## src/rtl/mult_share_arbiter.sv

```systemverilog
// mult_share_arbiter: round-robin share of one shift-add multiplier between two requesters.
// Sequences load_a / load_b / start strobes, waits for a fresh done edge, returns the product
// with a one-cycle ack. Optional WAIT watchdog enabled by defining MULT_ARB_TIMEOUT_EN.
module mult_share_arbiter #(
    parameter int unsigned WIDTH       = 8,
    parameter int unsigned PULSE_CYC   = 1,
    parameter int unsigned TIMEOUT_CYC = 64
) (
    input  logic               clk_10kHz,
    input  logic               clrn,
    input  logic               req0,
    input  logic               req1,
    input  logic [WIDTH-1:0]   a0,
    input  logic [WIDTH-1:0]   a1,
    input  logic [WIDTH-1:0]   b0,
    input  logic [WIDTH-1:0]   b1,
    output logic               gnt0,
    output logic               gnt1,
    output logic               ack0,
    output logic               ack1,
    output logic [2*WIDTH-1:0] p0,
    output logic [2*WIDTH-1:0] p1,
    output logic               err0,
    output logic               err1,
    output logic               busy,
    output logic [WIDTH-1:0]   m_a,
    output logic [WIDTH-1:0]   m_b,
    output logic               m_load_a,
    output logic               m_load_b,
    output logic               m_start,
    input  logic               m_done,
    input  logic [2*WIDTH-1:0] m_p
);

    localparam int unsigned CntMax = (PULSE_CYC > TIMEOUT_CYC) ? PULSE_CYC : TIMEOUT_CYC;
    localparam int unsigned CntW   = $clog2(CntMax + 1);

    typedef enum logic [2:0] {
        StIdle,
        StLoadA,
        StLoadB,
        StStart,
        StWait,
        StCapture
    } state_e;

    state_e               state_q, state_d;
    logic                 owner_q, owner_d;     // 0: requester 0 holds the core
    logic                 rr_q, rr_d;           // last granted requester
    logic [WIDTH-1:0]     m_a_q, m_a_d;
    logic [WIDTH-1:0]     m_b_q, m_b_d;
    logic [2*WIDTH-1:0]   p0_q, p0_d;
    logic [2*WIDTH-1:0]   p1_q, p1_d;
    logic [CntW-1:0]      pulse_cnt_q, pulse_cnt_d;
    logic                 seen_low_q, seen_low_d; // done observed low since START
    logic                 grant;
    logic                 pulse_last;

`ifdef MULT_ARB_TIMEOUT_EN
    localparam int unsigned TmoW = $clog2(TIMEOUT_CYC + 1);
    logic [TmoW-1:0]      tmo_cnt_q, tmo_cnt_d;
    logic                 err_q, err_d;
`endif

    // Next-state: arbitration in IDLE, strobe sequencing, done edge detection and capture
    always_comb begin
        state_d     = state_q;
        owner_d     = owner_q;
        rr_d        = rr_q;
        m_a_d       = m_a_q;
        m_b_d       = m_b_q;
        p0_d        = p0_q;
        p1_d        = p1_q;
        pulse_cnt_d = pulse_cnt_q;
        seen_low_d  = seen_low_q;
        grant       = 1'b0;
        pulse_last  = (pulse_cnt_q == CntW'(PULSE_CYC - 1));
`ifdef MULT_ARB_TIMEOUT_EN
        tmo_cnt_d   = '0;
        err_d       = err_q;
`endif
        case (state_q)
            StIdle: begin
                if (req0 || req1) begin
                    // On a tie the requester that was not served last wins
                    grant       = (req0 && req1) ? ~rr_q : req1;
                    owner_d     = grant;
                    rr_d        = grant;
                    m_a_d       = grant ? a1 : a0;
                    m_b_d       = grant ? b1 : b0;
                    seen_low_d  = 1'b0;
                    pulse_cnt_d = '0;
`ifdef MULT_ARB_TIMEOUT_EN
                    err_d       = 1'b0;
`endif
                    state_d     = StLoadA;
                end
            end
            StLoadA: begin
                if (pulse_last) begin
                    pulse_cnt_d = '0;
                    state_d     = StLoadB;
                end else begin
                    pulse_cnt_d = pulse_cnt_q + CntW'(1);
                end
            end
            StLoadB: begin
                if (pulse_last) begin
                    pulse_cnt_d = '0;
                    state_d     = StStart;
                end else begin
                    pulse_cnt_d = pulse_cnt_q + CntW'(1);
                end
            end
            StStart: begin
                if (!m_done) seen_low_d = 1'b1;
                if (pulse_last) begin
                    pulse_cnt_d = '0;
                    state_d     = StWait;
                end else begin
                    pulse_cnt_d = pulse_cnt_q + CntW'(1);
                end
            end
            StWait: begin
                if (!m_done) seen_low_d = 1'b1;
                // Product is captured on entry to CAPTURE so pN is valid alongside ackN
                if (m_done && seen_low_q) begin
                    if (owner_q) p1_d = m_p;
                    else         p0_d = m_p;
                    state_d = StCapture;
                end
`ifdef MULT_ARB_TIMEOUT_EN
                else if (tmo_cnt_q == TmoW'(TIMEOUT_CYC - 1)) begin
                    if (owner_q) p1_d = '0;
                    else         p0_d = '0;
                    err_d   = 1'b1;
                    state_d = StCapture;
                end else begin
                    tmo_cnt_d = tmo_cnt_q + TmoW'(1);
                end
`endif
            end
            StCapture: begin
                state_d = StIdle;
            end
            default: begin
                state_d = StIdle;
            end
        endcase
    end

    // State and datapath registers with synchronous active-low reset
    always_ff @(posedge clk_10kHz) begin
        if (!clrn) begin
            state_q     <= StIdle;
            owner_q     <= 1'b0;
            rr_q        <= 1'b1;
            m_a_q       <= '0;
            m_b_q       <= '0;
            p0_q        <= '0;
            p1_q        <= '0;
            pulse_cnt_q <= '0;
            seen_low_q  <= 1'b0;
`ifdef MULT_ARB_TIMEOUT_EN
            tmo_cnt_q   <= '0;
            err_q       <= 1'b0;
`endif
        end else begin
            state_q     <= state_d;
            owner_q     <= owner_d;
            rr_q        <= rr_d;
            m_a_q       <= m_a_d;
            m_b_q       <= m_b_d;
            p0_q        <= p0_d;
            p1_q        <= p1_d;
            pulse_cnt_q <= pulse_cnt_d;
            seen_low_q  <= seen_low_d;
`ifdef MULT_ARB_TIMEOUT_EN
            tmo_cnt_q   <= tmo_cnt_d;
            err_q       <= err_d;
`endif
        end
    end

    // Outputs decoded from registered state only
    always_comb begin
        busy     = (state_q != StIdle);
        gnt0     = busy && !owner_q;
        gnt1     = busy && owner_q;
        ack0     = (state_q == StCapture) && !owner_q;
        ack1     = (state_q == StCapture) && owner_q;
        m_load_a = (state_q == StLoadA);
        m_load_b = (state_q == StLoadB);
        m_start  = (state_q == StStart);
        m_a      = m_a_q;
        m_b      = m_b_q;
        p0       = p0_q;
        p1       = p1_q;
`ifdef MULT_ARB_TIMEOUT_EN
        err0     = ack0 && err_q;
        err1     = ack1 && err_q;
`else
        err0     = 1'b0;
        err1     = 1'b0;
`endif
    end

endmodule

```

## config.mk

```make
export PLATFORM = sky130hd
export DESIGN_NAME = mult_share_arbiter
export DESIGN_NICKNAME = d
export VERILOG_FILES = /design/src/rtl/mult_share_arbiter.sv
export SDC_FILE = /design/constraint.sdc
export NUM_CORES = 1
export LEC_CHECK = 0
export CAP_MARGIN = 10
export CORE_AREA = 2 2 98 76
export CTS_BUF_LIST = sky130_fd_sc_hd__clkbuf_2 sky130_fd_sc_hd__clkbuf_4 sky130_fd_sc_hd__clkbuf_8
export CTS_CLUSTER_DIAMETER = 120
export CTS_CLUSTER_SIZE = 8
export DETAILED_ROUTE_END_ITERATION = 7
export DIE_AREA = 0 0 100 78
export HOLD_SLACK_MARGIN = 0.05
export PLACE_DENSITY = 0.7
export SLEW_MARGIN = 20
export SYNTH_ARGS = -nofsm -noshare
export SYNTH_HDL_FRONTEND = slang
export SYNTH_SLANG_ARGS = --single-unit
```

## constraint.sdc

```tcl
create_clock -name clk_10kHz -period 3.45 [get_ports clk_10kHz]
set_clock_uncertainty 0.15 [all_clocks]
set_input_delay 0.5175 -clock clk_10kHz [delete_from_list [all_inputs] [get_ports clk_10kHz]]
set_output_delay 0.5175 -clock clk_10kHz [all_outputs]
set_load 0.005 [all_outputs]
```

==> results.cfg <==
[status]
status = finished, final reports clean

[timing]
rsz0062_at_grt = false
worst_slew_pin_slew_ns = 0.9881
setup_tns_ns = 0
finalSetupViolations = 0
relSlewSlack_pct = 34.13
max_freq_mhz = 373.4
hold_viol = 0
min_period_ns = 2.678
slew_viol_final = 0
fin_crit_sh_pct = 77.63
holdWs_ns = 0.3491

[floorplanning]
die-area_um2 = 7800
core_area_um2 = 6766
die_w_um = 100
pin_count = 111
die_h_um = 78
row_count = 26
initial_core_util_pct = 39.57

[layout]
final_layout_size_suffix_gt1_share_pct = 5.615
layout.nets = 424
areaGrowthSynthToFinish_pct = 51.59
postLayoutCellArea_um2 = 4059
n_antenna_cell = 0
final_cell_count_no_fill = 458
fill_cells = 599
multiInputGateArea_um2 = 1348
seqCellArea_um2 = 1221

[clock_tree]
cts_root_buffer = clkbuf_8
clock_latency_ns = 0.33
cts-resized-gates = 0
cts_buffers = 9
tritoncts = yes
cts_setup_buffers = 0
clockBufferDepth = 2
postCtsHoldBufs = 0
path_clk_slew_ns = 0.07
clock-sinks = 61
htree_levels = 3

[logic_synthesis]
avgSynthCellArea_um2 = 10.10
ys_ff_latch = 61
syn_inst = 265
synth_top_area_cell = dfxtp_1
synth_ff_type = dfxtp_1
synth-edff-count = 0
yosysTopAreaCellShare_pct = 45.61
netlist_area_um2 = 2678
ys_types = 37
synthTopCellsByArea = dfxtp_1, mux2i_1, nor2b_1, o211a_1, nand2_1
async_flop_share_pct = 0
synth.most_common_cell = dfxtp_1
synth_warnings = 0
synth_common_cells = dfxtp_1, mux2i_1, nor2b_1, nand2_1, o211a_1
seq_area_frac_synth_pct = 45.61

[job]
cap_violations = 0

[global_routing]
grt_pass1_wl_um = 10360
grt_max_degree = 34
first_global_vias = 2190
antenna_found_initial = 0
grt.overflow.total = 0
grt_usage_pct = 16.68

[power]
p_seq_share_pct = 38.1
power_frac_comb_pct = 26.9
pwr_density_cell_nw_per_um2 = 574.2
switching_share_pct = 26.19
internal_power_uw = 1720
p_switching_uw = 610.3
pwr-share-clk_pct = 34.9
ir_drop_v = 0.0003501
p_leak_uw = 0.001826

[detailed_routing]
antenna_left = 0
drt_pre_antenna_iters = 4
drc = 0
wl_um = 6251
wl_per_cell_um = 13.65
vias_per_cell = 4.928
via_count = 2257
drt-initial-drc-count = 66

[critical_path]
slowest_delay_ns = 0.68
critical_path_class = reg2out
cp.arrival_ns = 2.01
r2r_setup_slack_ns = 1.05
r2r-start = state_q[2]
slowest_stage = nor3_1
cp_num_buf_inv = 1
cp_top_family = simple AND/OR/NAND/NOR gates
crit_path_end_kind = output pin
required_ns = 2.78
crit_path_cell_trace = nor3_1 -> nor2b_1 -> clkdlybuf4s50_1
cp_max_fo = 13
rr_endpoint = p1[2]
cp-start-kind = flop
rr_worst_depth = 4

[placed_design]
dp.cells = 442
gp_congestion = 0.7463
hpwlAfterDp_um = 4508
port_buffers = 108
placed_area_um2 = 3796

[min_path]
min_to = m_b[2]
hold_path_depth = 1
worstHoldStart = m_b[2]
hold_path.class = reg2reg
-- metrics by stage --
step	utilization, %	worst slack, ns	total power, µW
3_3_place_gp	56.10	0.7467	1527
3_5_place_dp	56.10	0.7061	1533
6_report	59.99	0.7718	2331
2_1_floorplan	-	1.580	1192
5_1_grt	59.99	0.6099	2460
4_1_cts	59.99	0.7406	2356
-- flip-flops by register name, indices dropped and copies added (netlist names) --
signal	count
seen_low_q	1
rr_q	1
m_a	8
state_q	3
owner_q	1
p0	16
p1	16
m_b	8
pulse_cnt_q	7
-- cell usage in the layout (no fill, tap or decap) --
| cell type | instances |
|---|---|
| nor3_1 | 5 |
| nor4bb_1 | 1 |
| clkdlybuf4s50_1 | 108 |
| mux2i_1 | 49 |
| or4b_1 | 1 |
| a21boi_2 | 1 |
| bufinv_16 | 3 |
| a22oi_1 | 1 |
| and3b_1 | 1 |
| and3_1 | 1 |
| xnor2_1 | 5 |
| o21a_1 | 1 |
| conb_1 | 2 |
| and4b_1 | 1 |
| o211a_1 | 16 |
| nor3b_1 | 3 |
| clkbuf_4 | 1 |
| buf_4 | 4 |
| clkbuf_8 | 12 |
| o2bb2ai_1 | 1 |
| o21ai_0 | 5 |
| nor2b_1 | 36 |
| or4_1 | 1 |
| ha_1 | 2 |
| and2_1 | 1 |
| or3_1 | 1 |
| nor2_1 | 12 |
| nand3_1 | 3 |
| a21boi_0 | 2 |
| xor2_1 | 1 |
| nand2b_1 | 1 |
| inv_1 | 3 |
| dfxtp_1 | 61 |
| o311ai_1 | 1 |
| nor4_1 | 2 |
| nand2_1 | 20 |
| a32oi_1 | 1 |
| a21oi_1 | 2 |
| nand4b_1 | 2 |
-- logic make-up (layout without fill, tap and decap cells) --
family | after synthesis | count (layout) | synth area share (%)
other cells | 1 | 2 | 0.1401
buf+inv | 23 | 131 | 4.346
compound gates | 31 | 31 | 9.673
flops | 61 | 61 | 45.61
xor+xnor | 6 | 6 | 1.963
fa+ha+maj | 2 | 2 | 0.9344
mux | 49 | 49 | 18.32
simple gates | 92 | 92 | 19.02
-- power by group through the flow --
| stage | Combinational, µW | Sequential (µW) | Clock [µW] |
|---|---|---|---|
| 2_1_floorplan | 316 | 876 | 0 |
| 3_3_place_gp | 629 | 898 | 0 |
| 3_5_place_dp | 630 | 903 | 0 |
| 4_1_cts | 635 | 889 | 832 |
| 5_1_grt | 689 | 906 | 865 |
| 6_report | 628 | 889 | 814 |
-- worst max path at each step --
stage          startpoint     end  slack, ns  cells after the start
2_1_floorplan      m_done  p1[10]       1.58                      6
3_3_place_gp       m_done   p1[9]       0.75                      5
3_5_place_dp       m_done   p1[5]       0.71                      5
4_1_cts        state_q[1]    gnt1       0.74                      3
5_1_grt        state_q[1]    gnt1       0.61                      3
6_report       state_q[1]    gnt1       0.77                      3
-- layout make-up --
class	instances	area share [%]
Inverter	3	0.2774
Clock buffer	13	4.254
Tap cell	84	2.589
Multi-Input combinational cell	182	33.20
Timing Repair Buffer	112	27.37
Sequential cell	61	30.09
Clock inverter	3	2.219
-- layer usage --
| layer | track usage, % | share of wire (%) | vias up |
|---|---|---|---|
| li1 | - | - | 1119 |
| met1 | 20.86 | 46 | 1055 |
| met2 | 25.34 | 44 | 74 |
| met3 | 8.198 | 9.3 | 9 |
| met4 | 4.932 | 0.88 | 0 |
| met5 | 0 | 0 | - |
No activity file was read; power rests on OpenSTA's default activity.
